## config.mk

```make
export PLATFORM = sky130hd
export DESIGN_NAME = cpu_run_ctrl_flat
export DESIGN_NICKNAME = d
export VERILOG_FILES = /design/src/rtl/cpu_run_ctrl_if.sv /design/src/rtl/cpu_run_ctrl.sv /design/src/flat_wrapper.sv
export SDC_FILE = /design/constraint.sdc
export NUM_CORES = 1
export LEC_CHECK = 0
export ABC_AREA = 1
export CORE_MARGIN = 1
export CORE_UTILIZATION = 55
export CTS_CLUSTER_SIZE = 20
export DETAILED_ROUTE_END_ITERATION = 10
export GPL_ROUTABILITY_DRIVEN = 0
export GPL_TIMING_DRIVEN = 0
export PLACE_DENSITY = 0.8
export SYNTH_ARGS = -nofsm -noshare
export SYNTH_HDL_FRONTEND = slang
export SYNTH_SLANG_ARGS = --single-unit
```

## constraint.sdc

```tcl
create_clock -name clk -period 2.7 [get_ports clk]
set_clock_uncertainty 0.1 [all_clocks]
set_input_delay 0.27 -clock clk [delete_from_list [all_inputs] [get_ports clk]]
set_output_delay 0.27 -clock clk [all_outputs]
set_load 0.01 [all_outputs]
```

## src/rtl/cpu_run_ctrl_if.sv

```systemverilog
// Control/status bundle between the run controller and its host.
// The master side drives the run requests; the slave side is cpu_run_ctrl.
interface cpu_run_ctrl_if #(
    parameter int unsigned CNT_W = 32
);
    logic             start;
    logic             abort;
    logic             halt_req;
    logic             mem_en;
    logic             cpu_rst;
    logic             cpu_clk_en;
    logic             running;
    logic             done;
    logic [1:0]       status;
    logic [CNT_W-1:0] cycle_count;
    logic [CNT_W-1:0] mem_count;

    modport master (
        output start, abort, halt_req, mem_en,
        input  cpu_rst, cpu_clk_en, running, done, status, cycle_count, mem_count
    );

    modport slave (
        input  start, abort, halt_req, mem_en,
        output cpu_rst, cpu_clk_en, running, done, status, cycle_count, mem_count
    );
endinterface

```

## src/rtl/cpu_run_ctrl.sv

```systemverilog
// Run controller for the MIPS core: reset hold, run, and termination on
// halt, cycle timeout or memory-inactivity hang, with cycle/access counters.
module cpu_run_ctrl #(
    parameter int unsigned RST_CYCLES = 10,
    parameter int unsigned MAX_CYCLES = 5000,
    parameter int unsigned IDLE_LIMIT = 256,
    parameter int unsigned CNT_W      = 32
) (
    input logic          clk,
    input logic          rst,
    cpu_run_ctrl_if.slave bus
);
    localparam int unsigned HOLD_W = (RST_CYCLES > 1) ? $clog2(RST_CYCLES) : 1;
    localparam int unsigned IDLE_W = (IDLE_LIMIT > 0) ? $clog2(IDLE_LIMIT + 1) : 1;

    localparam logic [CNT_W-1:0]  CNT_MAX   = '1;
    localparam logic [IDLE_W-1:0] IDLE_MAX  = '1;
    localparam logic [HOLD_W-1:0] HOLD_LAST = HOLD_W'(RST_CYCLES - 1);

    localparam logic [1:0] ST_NONE    = 2'b00;
    localparam logic [1:0] ST_HALT    = 2'b01;
    localparam logic [1:0] ST_TIMEOUT = 2'b10;
    localparam logic [1:0] ST_HANG    = 2'b11;

    typedef enum logic [1:0] {S_IDLE, S_HOLD, S_RUN, S_DONE} state_t;

    state_t             state_q, state_d;
    logic [HOLD_W-1:0]  hold_q, hold_d;
    logic [IDLE_W-1:0]  idle_q, idle_d;
    logic [CNT_W-1:0]   cyc_q, cyc_d;
    logic [CNT_W-1:0]   mem_q, mem_d;
    logic [1:0]         status_q, status_d;
    logic               cpu_rst_q, cpu_rst_d;
    logic               clk_en_q, clk_en_d;
    logic               running_q, running_d;
    logic               done_q, done_d;

    logic [CNT_W-1:0]   cyc_inc, mem_inc;
    logic [IDLE_W-1:0]  idle_inc;

    // Saturating increments; comparisons are done at 64 bits so a limit wider
    // than the counter can never alias to a smaller count.
    always_comb begin
        cyc_inc  = (cyc_q  == CNT_MAX)  ? cyc_q  : cyc_q  + CNT_W'(1);
        mem_inc  = (mem_q  == CNT_MAX)  ? mem_q  : mem_q  + CNT_W'(1);
        idle_inc = (idle_q == IDLE_MAX) ? idle_q : idle_q + IDLE_W'(1);
    end

    // Next-state and next-output logic.
    always_comb begin
        state_d  = state_q;
        hold_d   = hold_q;
        idle_d   = idle_q;
        cyc_d    = cyc_q;
        mem_d    = mem_q;
        status_d = status_q;

        case (state_q)
            S_IDLE, S_DONE: begin
                if (bus.start) begin
                    state_d  = S_HOLD;
                    hold_d   = '0;
                    idle_d   = '0;
                    cyc_d    = '0;
                    mem_d    = '0;
                    status_d = ST_NONE;
                end
            end
            S_HOLD: begin
                if (hold_q == HOLD_LAST) state_d = S_RUN;
                else                     hold_d  = hold_q + HOLD_W'(1);
            end
            S_RUN: begin
                cyc_d  = cyc_inc;
                mem_d  = bus.mem_en ? mem_inc : mem_q;
                idle_d = bus.mem_en ? '0 : idle_inc;
                if (bus.halt_req) begin
                    state_d  = S_DONE;
                    status_d = ST_HALT;
                end else if (64'(cyc_inc) == 64'(MAX_CYCLES)) begin
                    state_d  = S_DONE;
                    status_d = ST_TIMEOUT;
                end else if (IDLE_LIMIT != 0 && !bus.mem_en &&
                             64'(idle_inc) == 64'(IDLE_LIMIT)) begin
                    state_d  = S_DONE;
                    status_d = ST_HANG;
                end
            end
            default: state_d = S_IDLE;
        endcase

        // Abort overrides everything and freezes counters and status.
        if (bus.abort) begin
            state_d  = S_IDLE;
            hold_d   = hold_q;
            idle_d   = idle_q;
            cyc_d    = cyc_q;
            mem_d    = mem_q;
            status_d = status_q;
        end

        cpu_rst_d = (state_d == S_IDLE) || (state_d == S_HOLD);
        clk_en_d  = (state_d == S_RUN);
        running_d = (state_d == S_RUN);
        done_d    = (state_d == S_DONE);
    end

    always_ff @(posedge clk) begin
        if (!rst) begin
            state_q   <= S_IDLE;
            hold_q    <= '0;
            idle_q    <= '0;
            cyc_q     <= '0;
            mem_q     <= '0;
            status_q  <= ST_NONE;
            cpu_rst_q <= 1'b1;
            clk_en_q  <= 1'b0;
            running_q <= 1'b0;
            done_q    <= 1'b0;
        end else begin
            state_q   <= state_d;
            hold_q    <= hold_d;
            idle_q    <= idle_d;
            cyc_q     <= cyc_d;
            mem_q     <= mem_d;
            status_q  <= status_d;
            cpu_rst_q <= cpu_rst_d;
            clk_en_q  <= clk_en_d;
            running_q <= running_d;
            done_q    <= done_d;
        end
    end

    assign bus.cpu_rst     = cpu_rst_q;
    assign bus.cpu_clk_en  = clk_en_q;
    assign bus.running     = running_q;
    assign bus.done        = done_q;
    assign bus.status      = status_q;
    assign bus.cycle_count = cyc_q;
    assign bus.mem_count   = mem_q;
endmodule
```

## src/flat_wrapper.sv

```systemverilog
// flat-port wrapper written by rule: the top's interface ports become plain ports
module cpu_run_ctrl_flat 
#(
    parameter int unsigned RST_CYCLES = 10,
    parameter int unsigned MAX_CYCLES = 5000,
    parameter int unsigned IDLE_LIMIT = 256,
    parameter int unsigned CNT_W      = 32
)
  (clk, rst, bus_start, bus_abort, bus_halt_req, bus_mem_en, bus_cpu_rst, bus_cpu_clk_en, bus_running, bus_done, bus_status, bus_cycle_count, bus_mem_count);
  cpu_run_ctrl_if #(.CNT_W(CNT_W)) bus_i ();
  input logic clk;
  input logic rst;
  input wire logic [$bits(bus_i.start)-1:0] bus_start;
  input wire logic [$bits(bus_i.abort)-1:0] bus_abort;
  input wire logic [$bits(bus_i.halt_req)-1:0] bus_halt_req;
  input wire logic [$bits(bus_i.mem_en)-1:0] bus_mem_en;
  output wire logic [$bits(bus_i.cpu_rst)-1:0] bus_cpu_rst;
  output wire logic [$bits(bus_i.cpu_clk_en)-1:0] bus_cpu_clk_en;
  output wire logic [$bits(bus_i.running)-1:0] bus_running;
  output wire logic [$bits(bus_i.done)-1:0] bus_done;
  output wire logic [$bits(bus_i.status)-1:0] bus_status;
  output wire logic [$bits(bus_i.cycle_count)-1:0] bus_cycle_count;
  output wire logic [$bits(bus_i.mem_count)-1:0] bus_mem_count;
  assign bus_i.start = bus_start;
  assign bus_i.abort = bus_abort;
  assign bus_i.halt_req = bus_halt_req;
  assign bus_i.mem_en = bus_mem_en;
  assign bus_cpu_rst = bus_i.cpu_rst;
  assign bus_cpu_clk_en = bus_i.cpu_clk_en;
  assign bus_running = bus_i.running;
  assign bus_done = bus_i.done;
  assign bus_status = bus_i.status;
  assign bus_cycle_count = bus_i.cycle_count;
  assign bus_mem_count = bus_i.mem_count;
  cpu_run_ctrl #(.RST_CYCLES(RST_CYCLES), .MAX_CYCLES(MAX_CYCLES), .IDLE_LIMIT(IDLE_LIMIT), .CNT_W(CNT_W)) u_core (.clk(clk), .rst(rst), .bus(bus_i));
endmodule
```

# Word level (Yosys, flattened, before mapping)
# Cells that the tools add are included.
[classes] mul=0 addsub=4 n_eq_ne=17 order_cmp=0 shifts=0 bitwise=1 mux=25 div=0 reduce_logical=12
[ops] operator="32-bit 2-to-1 mux" count=4
[ops] operator="32-bit one-hot mux with 2 select lines" count=2
[ops] operator="32-bit by 1-bit adder with 32-bit output, second input constant" count=2
[ops] operator="32-bit == test, second input constant" count=2
[ops] operator="32-bit by 13-bit == test with 1-bit output, second input constant" count=1
[ops] operator="9-bit 2-to-1 mux" count=3
[ops] operator="2-bit 2-to-1 mux" count=10
[ops] operator="9-bit == test, second input constant" count=2
[ops] operator="9-bit one-hot mux with 2 select lines" count=1
[ops] operator="9-bit by 1-bit adder with 9-bit output, second input constant" count=1
[ops] operator="2-bit == test, second input constant" count=4
[ops] operator="4-bit 2-to-1 mux" count=2
[ops] operator="2-bit != test, second input constant" count=4
[ops] operator="4-bit one-hot mux with 2 select lines" count=1
[ops] operator="4-bit AND reduction" count=2
[ops] operator="2-bit one-hot mux with 3 select lines" count=1
[ops] operator="5-bit AND reduction" count=1
[ops] operator="4-bit by 1-bit adder with 4-bit output, second input constant" count=1
[ops] operator="2-bit by 1-bit == test with 1-bit output, second input constant" count=2
[ops] operator="4-bit == test, second input constant" count=1
[ops] operator="2-bit zero test" count=2
[ops] operator="4-bit by 2-bit != test with 1-bit output, second input constant" count=1
[ops] operator="2-bit one-hot mux with 2 select lines" count=1
[ops] operator="2-bit nonzero test" count=2
[ops] operator="other kinds (6)" count=6
[totals] latch_bits=0 regBits=84 memories=0 input_bits=6 romBits=0 elab_cells=68 ramBits=0

# Longest topological paths before layout
# Gate-level depths: netlist of the first run.
[logic_depth] depth_word=11 mapped_depth=17 depth_no_buf=17

# Worst setup path before layout of the first run
# Ideal clock, no wire load.
[synth_timing] path_type="reg2reg" startpoint="reg u_core.state_q[0]" endpoint="reg u_core.mem_q[28] (netlist: u_core.bus.mem_count[28])" path_slack_ns=0.323 setup_time_ns=0.113 synth_period_minus_slack_ns=2.377 stages_incl_launch_ff=16 arrival_ns=2.164 cell_sequence="dfxtp_1 -> inv_1 -> ha_1 -> inv_1 -> nor2_1 -> nor2_1 -> nand2_1 -> a21oi_1 -> nand2_2 -> nor3_2 -> nand2_1 -> or2_2 -> nor2_1 -> nand2_1 -> nand2_1 -> nor2_1"
[synth_between] elab_chain_cells=4 elab_cells_between_ends=10 cone_classes="eq/ne (5); mux (1); reduce/logical (4)"
[synth_lines] item="start: declaration" line_no="cpu_run_ctrl.sv:27" rtl="state_t state_q, state_d;"
[synth_lines] item="start signal: assignment" line_no="cpu_run_ctrl.sv:121" rtl="state_q <= state_d;"
[synth_lines] item="2-bit == test / 2-bit zero test (equally long branches)" line_no="cpu_run_ctrl.sv:58" rtl="case (state_q)"
[synth_lines] item="2-bit OR reduction" line_no="cpu_run_ctrl.sv:58"
[synth_lines] item="2-bit != test (no line) / 2-bit nonzero test (equally long branches)"
[synth_lines] item="5-bit AND reduction (no line)"
[synth_lines] item="end signal: assignment" line_no="cpu_run_ctrl.sv:125" rtl="mem_q <= mem_d;"
[synth_lines] item="end: declaration" line_no="cpu_run_ctrl.sv:31" rtl="logic [CNT_W-1:0] mem_q, mem_d;"
# Parallel ways exist; a longest one is shown, timed or not.
# A chain may end at the register's enable or synchronous reset.

# Worst setup path in the final report of the first run
[layout_timing] startpoint="reg u_core.cyc_q[2] (netlist: u_core.bus.cycle_count[2])" endpoint="reg u_core.done_q (netlist: u_core.bus.done)"
[layout_between] elab_chain_cells=8 elab_cells_between_ends=9 cone_classes="add/sub (1); eq/ne (3); mux (5)"
[layout_lines] item="start: declaration" line_no="cpu_run_ctrl.sv:30" rtl="logic [CNT_W-1:0] cyc_q, cyc_d;"
[layout_lines] item="start signal: assignment" line_no="cpu_run_ctrl.sv:124" rtl="cyc_q <= cyc_d;"
[layout_lines] item="32-bit by 1-bit adder with 32-bit output / 32-bit == test (equally long branches)" line_no="cpu_run_ctrl.sv:44" rtl="cyc_inc = (cyc_q == CNT_MAX) ? cyc_q : cyc_q + CNT_W'(1);"
[layout_lines] item="32-bit 2-to-1 mux (*)" line_no="cpu_run_ctrl.sv:44"
[layout_lines] item="32-bit by 13-bit == test with 1-bit output (*)" line_no="cpu_run_ctrl.sv:80" rtl="end else if (64'(cyc_inc) == 64'(MAX_CYCLES)) begin"
[layout_lines] item="2-bit 2-to-1 mux (*)" line_no="cpu_run_ctrl.sv:80"
[layout_lines] item="2-bit 2-to-1 mux (*)" line_no="cpu_run_ctrl.sv:77" rtl="if (bus.halt_req) begin"
[layout_lines] item="2-bit one-hot mux with 3 select lines (*)" line_no="cpu_run_ctrl.sv:58"
[layout_lines] item="2-bit 2-to-1 mux (*)" line_no="cpu_run_ctrl.sv:93" rtl="if (bus.abort) begin"
[layout_lines] item="2-bit == test (*)" line_no="cpu_run_ctrl.sv:105" rtl="done_d = (state_d == S_DONE);"
[layout_lines] item="end signal: assignment" line_no="cpu_run_ctrl.sv:130" rtl="done_q <= done_d;"
[layout_lines] item="end: declaration" line_no="cpu_run_ctrl.sv:36" rtl="logic done_q, done_d;"
# Every way passes the cells marked *; elsewhere a longest branch is shown, timed or not.

==> tab_implementation.tex, run 1 <==
\begin{tabular}{lr}
\hline
Metric & Value \\
\hline
\multicolumn{2}{l}{\textbf{Status}} \\
Outcome & finished, final reports clean \\
\multicolumn{2}{l}{\textbf{Synthesis}} \\
Syn Nets & 894 \\
Syn. warnings & 0 \\
Area leader, netlist & sky130\_fd\_sc\_hd\_\_dfxtp\_1 \\
Share of flip-flops with an asynchronous set or reset after synthesis & 0 \\
Instance count of the mapped netlist & 880 \\
Top cell type's share of synthesized area & 0.3150 \\
Count of flip-flops with a built-in enable after synthesis & 0 \\
Number of distinct library cells after synthesis & 38 \\
Largest cells by area after synthesis & sky130\_fd\_sc\_hd\_\_dfxtp\_1, sky130\_fd\_sc\_hd\_\_nand2\_1, sky130\_fd\_sc\_hd\_\_nor2\_1 \\
Post-Synthesis Mean Instance Area & between 6 and 7 µm² \\
Sequential-to-total area share from yosys stat & 0.3150 \\
Most frequently used flop master after synthesis & sky130\_fd\_sc\_hd\_\_dfxtp\_1 \\
Flop and latch count out of synthesis & 84 \\
Cell area after technology mapping & 5339 µm² \\
\multicolumn{2}{l}{\textbf{Floorplan}} \\
Std-Cell Rows & 35 \\
Floorplan core area & 9328 µm² \\
Chip height & 100.5 µm \\
Effective utilization at floorplan & 0.5724 \\
Width of the die & 100.5 µm \\
Die outline area & around 10,000 µm² \\
Total I/O pin count & 76 \\
\multicolumn{2}{l}{\textbf{Pwr}} \\
Comb pwr share & 0.063 \\
Switching power of the nets & 576.9 µW \\
Part of the power in the clock network & 0.414 \\
Final Power & 2.394 mW \\
Max VDD drop & around 0.28 mV \\
Power per cell area & 361.2 nW/µm² \\
Leakage dissipation & around 2.5 nW \\
Power Internal & 1.817 mW \\
Sequential cell fraction of total power & 0.522 \\
Switching Fraction & 0.2409 \\
\multicolumn{2}{l}{\textbf{STA}} \\
Unrepaired setup endpoints after global routing & no \\
Highest clock frequency the design can meet & 391.3 MHz \\
Final count of hold timing violations & 0 \\
Number of max-slew violations in the final report & 0 \\
Share of the cycle needed by the critical path after routing & 0.9466 \\
Post-layout worst setup margin & roughly 0.14 ns \\
Actual slew at the worst max-slew pin & 0.5695 ns \\
Minimum hold slack & 0.3806 ns \\
Setup Viol. Count Final & 0 \\
Final critical delay including setup and external delays & roughly 2.6 ns \\
Max\_slew headroom & 0.6203 \\
\multicolumn{2}{l}{\textbf{Global routing}} \\
Global-route wire length before repair & 25.92 mm \\
Combined global-route utilization of all metal layers & 0.3207 \\
Antenna violations before repair & 0 \\
Sum of overflow across all layers after global routing & 0 \\
Maximum number of pins on one net before global-route repair & 14 \\
Via count of the first global-routing pass & between 5,000 and 6,000 \\
\multicolumn{2}{l}{\textbf{Final layout}} \\
Count of nets after finishing & between 900 and 1,000 \\
Final Cell Area & roughly 6600 µm² \\
Fraction of final layout cells sized beyond drive strength 1 & 0.07369 \\
Number of inserted diodes & 0 \\
Layout area overhead & 24.16\% \\
\multicolumn{2}{l}{\textbf{Clock network}} \\
Htree depth & 3 \\
TritonCTS Buffers & 9 \\
Count of hold buffers inserted by post-cts repair & 0 \\
CTS Buffer Depth & 2 \\
CTS tree & yes \\
Clock Latency Late Sink & $\sim$0.35 ns \\
Clock-pin slew reported for the worst setup and hold paths after clock tree synthesis & 0.09 ns \\
Number of sinks driven by the clock tree & 84 \\
Cell chosen for the clock root & sky130\_fd\_sc\_hd\_\_clkbuf\_8 \\
\multicolumn{2}{l}{\textbf{Drt}} \\
Total via count after detailed routing & 6,078 \\
Routed Wire Length & 15.81 mm \\
Drt drc & 0 \\
Vias per cell & between 5 and 6 \\
Number of design-rule violations left by the first detailed-router iteration & 415 \\
Number of nets with antenna violations after routing & 0 \\
First drt pass iteration count & 5 \\
Routed wire length per instance & 14.30 µm \\
\multicolumn{2}{l}{\textbf{Worst setup path}} \\
Number of buffer and inverter instances along the worst setup path & 0 \\
Internal reg-to-reg setup slack & between 0.1 and 0.15 ns \\
CP most frequent cell & sky130\_fd\_sc\_hd\_\_nand2\_1 \\
Nature of the critical path startpoint & register \\
Destination of the worst register-to-register timing path & u\_core.bus.done\$\_SDFF\_PN0\_ \\
Critical path origin & u\_core.bus.cycle\_count[2]\$\_SDFFE\_PN0P\_ \\
Critical path capture point type & register \\
Cell-by-cell trace of the critical path & nand2\_2 -> nor2\_4 -> nand2\_4 -> nor2\_8 -> nand2\_4 -> nand2\_1 -> nand2\_1 -> nor2\_1 -> nand2\_1 -> nor2\_2 -> nand3\_2 -> nand3\_1 -> nand2\_1 -> nand2\_1 -> nand2\_1 -> nor2\_1 \\
Start-to-end type of the worst setup path & register to register \\
Instance count on the critical path & 16 \\
Required time of the critical path & 2.89 ns \\
Crit Reg-Reg Startpoint & u\_core.bus.cycle\_count[2]\$\_SDFFE\_PN0P\_ \\
Worst reg2reg path depth & 16 \\
Longest individual stage delay on the worst path & 0.51 ns \\
Capturing element of the worst setup path & u\_core.bus.done\$\_SDFF\_PN0\_ \\
Top cell family by delay on the critical path & simple AND/OR/NAND/NOR gates \\
Slowest CP cell & sky130\_fd\_sc\_hd\_\_dfxtp\_1 \\
Signal arrival time at the worst endpoint & between 2 and 3 ns \\
CP Max Fanout & 8 \\
\multicolumn{2}{l}{\textbf{Min path}} \\
Hold Crit Class & register to register \\
\multicolumn{2}{l}{\textbf{Job}} \\
Number of max-cap violations & 0 \\
\multicolumn{2}{l}{\textbf{Placement}} \\
Number of port buffers & 75 \\
Final HPWL DP & approximately 12 mm \\
Pre-CTS setup slack & -0.2237 ns \\
Placed instance area & 6251 µm² \\
\hline
\end{tabular}
## stage by stage
step / std cells / TNS [ns] / utilization
after floorplan: 880 / 0 / -
after global placement: 1084 / -0.8326 / 0.6702
after detailed placement: 1084 / -3.097 / 0.6702
after CTS: 1104 / 0 / 0.7013
after global routing: 1106 / 0 / 0.7107
final: 1106 / 0 / 0.7107
## sequential cells by signal, indices dropped and copies added, names as in the netlist
signal	count
u_core.bus.cycle_count	32
u_core.bus.mem_count	32
u_core.idle_q	9
u_core.hold_q	4
u_core.bus.status	2
u_core.state_q	2
u_core.bus.cpu_clk_en	1
u_core.bus.cpu_rst	1
u_core.bus.done	1
## layer usage
| metal | up-vias | global-route usage | routed length [µm] |
|---|---|---|---|
| met5 | - | 0 | 0 |
| met4 | 0 | 0.1271 | 377 |
| met3 | 35 | 0.05340 | 1112 |
| met2 | 250 | 0.5648 | 7636 |
| met1 | 2774 | 0.3893 | 6686 |
| li1 | 3019 | - | - |
## power by group through the flow
stage	Sequential, mW	Clock (mW)	Combinational, mW
finish	1.25	0.992	0.152
global route	1.25	1.06	0.165
CTS	1.25	1.00	0.144
detailed placement	1.28	0	0.134
global placement	1.28	0	0.130
floorplan	1.28	0	0.0803
## cells in the mapped netlist (4+ instances only)
cell	number
sky130_fd_sc_hd__nor3_1	19
sky130_fd_sc_hd__nor2_1	123
sky130_fd_sc_hd__a21oi_1	71
sky130_fd_sc_hd__xor2_1	9
sky130_fd_sc_hd__nand2_1	260
sky130_fd_sc_hd__ha_1	8
sky130_fd_sc_hd__nand2_2	7
sky130_fd_sc_hd__nand3_1	68
sky130_fd_sc_hd__inv_1	109
sky130_fd_sc_hd__nor3b_1	4
sky130_fd_sc_hd__nand3b_1	8
sky130_fd_sc_hd__dfxtp_1	84
sky130_fd_sc_hd__o21ai_0	30
sky130_fd_sc_hd__clkbuf_1	13
sky130_fd_sc_hd__nand4_1	21
sky130_fd_sc_hd__nor2_2	5
## repair_timing
action                                  in CTS  in global routing
endpoints found under the hold margin        0                  0
resized for setup                           13                 23
buffers inserted                             4                  2
endpoints found under the setup margin      43                 31
pin swaps                                    3                  4
## kinds of logic after synthesis
family	count (synthesis)	synth area share
AND/OR/NAND/NOR	530	0.4340
adder cells (fa/ha/maj)	8	0.01875
flip-flops	84	0.3150
AO/OA/AOI/OAI	116	0.1169
buffers and inverters	130	0.09562
XOR/XNOR	12	0.01969
## cells in the final DEF (no fill, tap or decap), types with 3 or more instances in the layout
master,n
sky130_fd_sc_hd__nor2_4,8
sky130_fd_sc_hd__a21oi_1,70
sky130_fd_sc_hd__nand4_1,21
sky130_fd_sc_hd__nor4_1,3
sky130_fd_sc_hd__nor2_2,11
sky130_fd_sc_hd__inv_1,107
sky130_fd_sc_hd__nand3b_1,8
sky130_fd_sc_hd__o21ai_0,30
sky130_fd_sc_hd__nand2_1,260
sky130_fd_sc_hd__xor2_1,9
sky130_fd_sc_hd__inv_2,3
sky130_fd_sc_hd__clkdlybuf4s50_1,75
sky130_fd_sc_hd__dfxtp_1,82
sky130_fd_sc_hd__buf_4,7
sky130_fd_sc_hd__clkbuf_8,9
sky130_fd_sc_hd__nor3b_1,4
sky130_fd_sc_hd__nand3_1,68
sky130_fd_sc_hd__a211oi_1,3
sky130_fd_sc_hd__ha_1,6
sky130_fd_sc_hd__nor3_1,18
sky130_fd_sc_hd__nor2_1,112
sky130_fd_sc_hd__xnor2_1,3
sky130_fd_sc_hd__nand2_4,3
sky130_fd_sc_hd__clkbuf_1,14
sky130_fd_sc_hd__nand2_2,6
## tightest hold or removal path: cells and delay by family (launching register included)
kind,cells,cell delay [ns]
AO/OA/AOI/OAI,1,0.05
flip-flops,1,0.33
buffers and inverters,1,0.05
## final cells by class
type | count | area, µm²
Multi-Input combinational cell | 666 | 3258
Fill cell | 817 | 2699
Sequential cell | 84 | 1684
Timing Repair Buffer | 81 | 795.8
Inverter | 111 | 419.2
Tap cell | 129 | 161.4
Clock buffer | 12 | 135.1
Buffer | 19 | 101.3
Clock inverter | 4 | 73.82
## worst min path at each step
stage                                               start                                    end  slack [ns]  cells after the start
floorplan                                       bus_abort           u_core.state_q[1]$_SDFF_PN0_        0.25                      1
global placement        u_core.bus.status[0]$_SDFFE_PN0P_      u_core.bus.status[0]$_SDFFE_PN0P_        0.35                      2
detailed placement      u_core.bus.status[0]$_SDFFE_PN0P_      u_core.bus.status[0]$_SDFFE_PN0P_        0.37                      2
CTS                     u_core.bus.status[0]$_SDFFE_PN0P_      u_core.bus.status[0]$_SDFFE_PN0P_        0.38                      2
global route        u_core.bus.mem_count[30]$_SDFFE_PN0P_  u_core.bus.mem_count[30]$_SDFFE_PN0P_        0.41                      2
finish                  u_core.bus.status[1]$_SDFFE_PN0P_      u_core.bus.status[1]$_SDFFE_PN0P_        0.38                      2
Note: power is estimated with default switching activity, not from simulation.
==> inputs of run 2 (changes only) <==
--- a/config.mk
+++ b/config.mk
@@ -7,4 +7,5 @@
 export LEC_CHECK = 0
 export ABC_AREA = 1
+export ABC_CLOCK_PERIOD_IN_PS = 2700
 export CORE_MARGIN = 1
 export CORE_UTILIZATION = 55
==> constraint.sdc (replaced) <==
create_clock -name clk -period 2.7 [get_ports clk]
set_clock_uncertainty 0.1 [all_clocks]
set_input_delay 0.81 -clock clk [delete_from_list [all_inputs] [get_ports clk]]
set_output_delay 0.81 -clock clk [all_outputs]
set_load 0.01 [all_outputs]
==> run 2 against run 1 <==
Sequential share of layout area barely moved. Worst setup slack got worse by 0.050 ns. Non-clock buffer count did not move. Die area did not move. Worst hold slack got worse by 0.00062 ns. Clock power barely moved. Final area rose by 0.13%. Flip-flop and latch count did not move. Critical endpoint is now u_core.bus.cycle_count[14]$_SDFFE_PN0P_.
==> tab_implementation.tex, run 2 (synthesis gave the netlist of run 1 again) <==
\begin{tabular}{lr}
\hline
Metric & Value \\
\hline
\multicolumn{2}{l}{\textbf{Status}} \\
Outcome & finished, final reports clean \\
\multicolumn{2}{l}{\textbf{Floorplan}} \\
Chip height & 100.5 µm (unchanged) \\
Total I/O pin count & 76 (unchanged) \\
Die outline area & 10,110 µm² (unchanged) \\
Std-Cell Rows & 35 (unchanged) \\
Width of the die & 100.5 µm (unchanged) \\
Floorplan core area & 9328 µm² (unchanged) \\
Effective utilization at floorplan & 0.5724 (unchanged) \\
\multicolumn{2}{l}{\textbf{Drt}} \\
Routed Wire Length & 15.79 mm (-0.13\%) \\
Total via count after detailed routing & 6,130 (+0.86\%) \\
Number of nets with antenna violations after routing & 0 (unchanged) \\
Drt drc & 0 (unchanged) \\
Vias per cell & 5.542 (+0.86\%) \\
Number of design-rule violations left by the first detailed-router iteration & 406 (-2.2\%) \\
Routed wire length per instance & 14.28 µm (-0.13\%) \\
First drt pass iteration count & 5 (unchanged) \\
\multicolumn{2}{l}{\textbf{Global routing}} \\
Global-route wire length before repair & 25.92 mm (about the same) \\
Via count of the first global-routing pass & 5,868 (+0.12\%) \\
Antenna violations before repair & 0 (unchanged) \\
Combined global-route utilization of all metal layers & 0.3209 (about the same) \\
Maximum number of pins on one net before global-route repair & 14 (unchanged) \\
Sum of overflow across all layers after global routing & 0 (unchanged) \\
\multicolumn{2}{l}{\textbf{STA}} \\
Final critical delay including setup and external delays & 2.605 ns (+0.04956 ns) \\
Sum of negative setup slack & 0 ns (unchanged) \\
Final count of hold timing violations & 0 (unchanged) \\
Unrepaired setup endpoints after global routing & yes \\
Actual slew at the worst max-slew pin & 0.5662 ns (-0.003301 ns) \\
Number of max-slew violations in the final report & 0 (unchanged) \\
Setup Viol. Count Final & 0 (unchanged) \\
Share of the cycle needed by the critical path after routing & 0.9649 (+0.01835) \\
Highest clock frequency the design can meet & 383.8 MHz (-1.9\%) \\
Max\_slew headroom & 0.6225 (+0.002200) \\
\multicolumn{2}{l}{\textbf{Pwr}} \\
Power per cell area & 361.2 nW/µm² (about the same) \\
Max VDD drop & 0.2755 mV (about the same) \\
Leakage dissipation & 2.452 nW (-0.48\%) \\
Final Power & 2.398 mW (+0.14\%) \\
\multicolumn{2}{l}{\textbf{Clock network}} \\
CTS Buffer Depth & 2 (unchanged) \\
Clock Latency Late Sink & 0.35 ns (about the same) \\
CTS tree & yes \\
Htree depth & 3 (unchanged) \\
Number of sinks driven by the clock tree & 84 (unchanged) \\
Clock-pin slew reported for the worst setup and hold paths after clock tree synthesis & 0.09 ns (about the same) \\
TritonCTS Buffers & 9 (unchanged) \\
Cell chosen for the clock root & sky130\_fd\_sc\_hd\_\_clkbuf\_8 \\
Count of hold buffers inserted by post-cts repair & 0 (unchanged) \\
\multicolumn{2}{l}{\textbf{Final layout}} \\
Fraction of final layout cells sized beyond drive strength 1 & 0.07677 (+0.003071) \\
Layout area overhead & 24.33\% \\
Most frequent cells in the layout & sky130\_fd\_sc\_hd\_\_nand2\_1, sky130\_fd\_sc\_hd\_\_nor2\_1, sky130\_fd\_sc\_hd\_\_inv\_1 \\
Commonest non-fill, non-tap cell in the layout & sky130\_fd\_sc\_hd\_\_nand2\_1 \\
Number of filler instances in the final layout & 818 (+0.12\%) \\
Area occupied by registers & 1684 µm² (unchanged) \\
Number of inserted diodes & 0 (unchanged) \\
Multi-input gate area & 3266 µm² (+0.23\%) \\
Final non-filler cell total & 1,106 (unchanged) \\
Count of nets after finishing & 986 (unchanged) \\
\multicolumn{2}{l}{\textbf{Min path}} \\
Hold Crit Class & register to register \\
\multicolumn{2}{l}{\textbf{Placement}} \\
Final HPWL DP & 11.89 mm (unchanged) \\
Cell count after placement & 1,084 (unchanged) \\
Number of port buffers & 75 (unchanged) \\
\multicolumn{2}{l}{\textbf{Worst setup path}} \\
CP Max Fanout & 10 (+2) \\
Critical path capture point type & register \\
Required time of the critical path & 2.89 ns (about the same) \\
Signal arrival time at the worst endpoint & 2.79 ns (+0.05 ns) \\
Start-to-end type of the worst setup path & input pin to register \\
Nature of the critical path startpoint & input pin \\
\multicolumn{2}{l}{\textbf{Job}} \\
Number of max-cap violations & 0 (unchanged) \\
\hline
\end{tabular}
## run 2: cell types whose count changed in the layout (fill, tap and decap cells not counted)
| cell | delta |
|---|---|
| sky130_fd_sc_hd__a211oi_1 | -1 |
| sky130_fd_sc_hd__a211oi_2 | +1 |
| sky130_fd_sc_hd__clkbuf_1 | -1 |
| sky130_fd_sc_hd__clkbuf_2 | +1 |
| sky130_fd_sc_hd__nor3_2 | +1 |
| sky130_fd_sc_hd__nor3_4 | -1 |
| sky130_fd_sc_hd__nor4_1 | -1 |
| sky130_fd_sc_hd__nor4_2 | +1 |
| sky130_fd_sc_hd__or2_2 | -1 |
| sky130_fd_sc_hd__or2_4 | +1 |
## run 2: metal layers
metal | GRT usage | vias up | routed length, µm
met4 | 0.1271 | 0 | 452
li1 | - | 3017 | -
met3 | 0.05340 | 46 | 1074
met2 | 0.5653 | 243 | 7595
met1 | 0.3893 | 2824 | 6671
met5 | 0 | - | 0
## run 2: area by class of cell
type / count / share of cell area
inverter: 111 / 0.06315
multi-input combinational: 666 / 0.4920
clock buffer: 12 / 0.02036
clock inverter: 4 / 0.01112
sequential: 84 / 0.2537
timing repair buffer: 81 / 0.1199
buffer: 19 / 0.01546
tap: 129 / 0.02432
## run 2: final timing paths
kind,startpoint,end,slack (ns),depth (start not counted)
max,bus_start,u_core.bus.cycle_count[14]$_SDFFE_PN0P_,0.09,9
min,u_core.bus.status[1]$_SDFFE_PN0P_,u_core.bus.status[1]$_SDFFE_PN0P_,0.38,2
max reg2reg,u_core.bus.cycle_count[2]$_SDFFE_PN0P_,u_core.bus.done$_SDFF_PN0_,0.13,16
min reg2reg,u_core.bus.status[1]$_SDFFE_PN0P_,u_core.bus.status[1]$_SDFFE_PN0P_,0.38,2
## run 2: worst max-delay path: stages
cell and delay (ns):
sky130_fd_sc_hd__clkdlybuf4s50_1 0.49, sky130_fd_sc_hd__nor2_1 0.06, sky130_fd_sc_hd__nor2_1 0.14, sky130_fd_sc_hd__nand2_1 0.11
sky130_fd_sc_hd__buf_2 0.21, sky130_fd_sc_hd__nor2_2 0.28, sky130_fd_sc_hd__clkbuf_1 0.38, sky130_fd_sc_hd__o21ai_0 0.17
sky130_fd_sc_hd__a21oi_1 0.15
## run 2: through the flow
step,hold WS [ns],util,setup WS [ns],instance area (µm²)
after detailed placement,0.3677,0.6702,-0.6069,6251
final,0.3800,0.7116,0.09466,6638
after global placement,0.3520,0.6702,-0.5278,6251
after global routing,0.4121,0.7116,-0.02092,6638
after floorplan,0.3584,-,0.3231,5339
after CTS,0.3826,0.7015,0.01593,6544
## run 2: report_power, final
| part | switching (mW) | total, mW | internal [mW] | leakage, nW |
|---|---|---|---|---|
| clock | 0.471 | 0.995 | 0.524 | 0.105 |
| combinational | 0.102 | 0.152 | 0.0501 | 1.67 |
| sequential | 0.00631 | 1.25 | 1.24 | 0.678 |
| total | 0.580 | 2.40 | 1.82 | 2.45 |
## run 2: what timing repair did
item | CTS | global route
pin swaps | 3 | 6
gates resized for setup | 14 | 26
endpoints found under the setup margin | 43 | 51
buffers inserted | 4 | 2
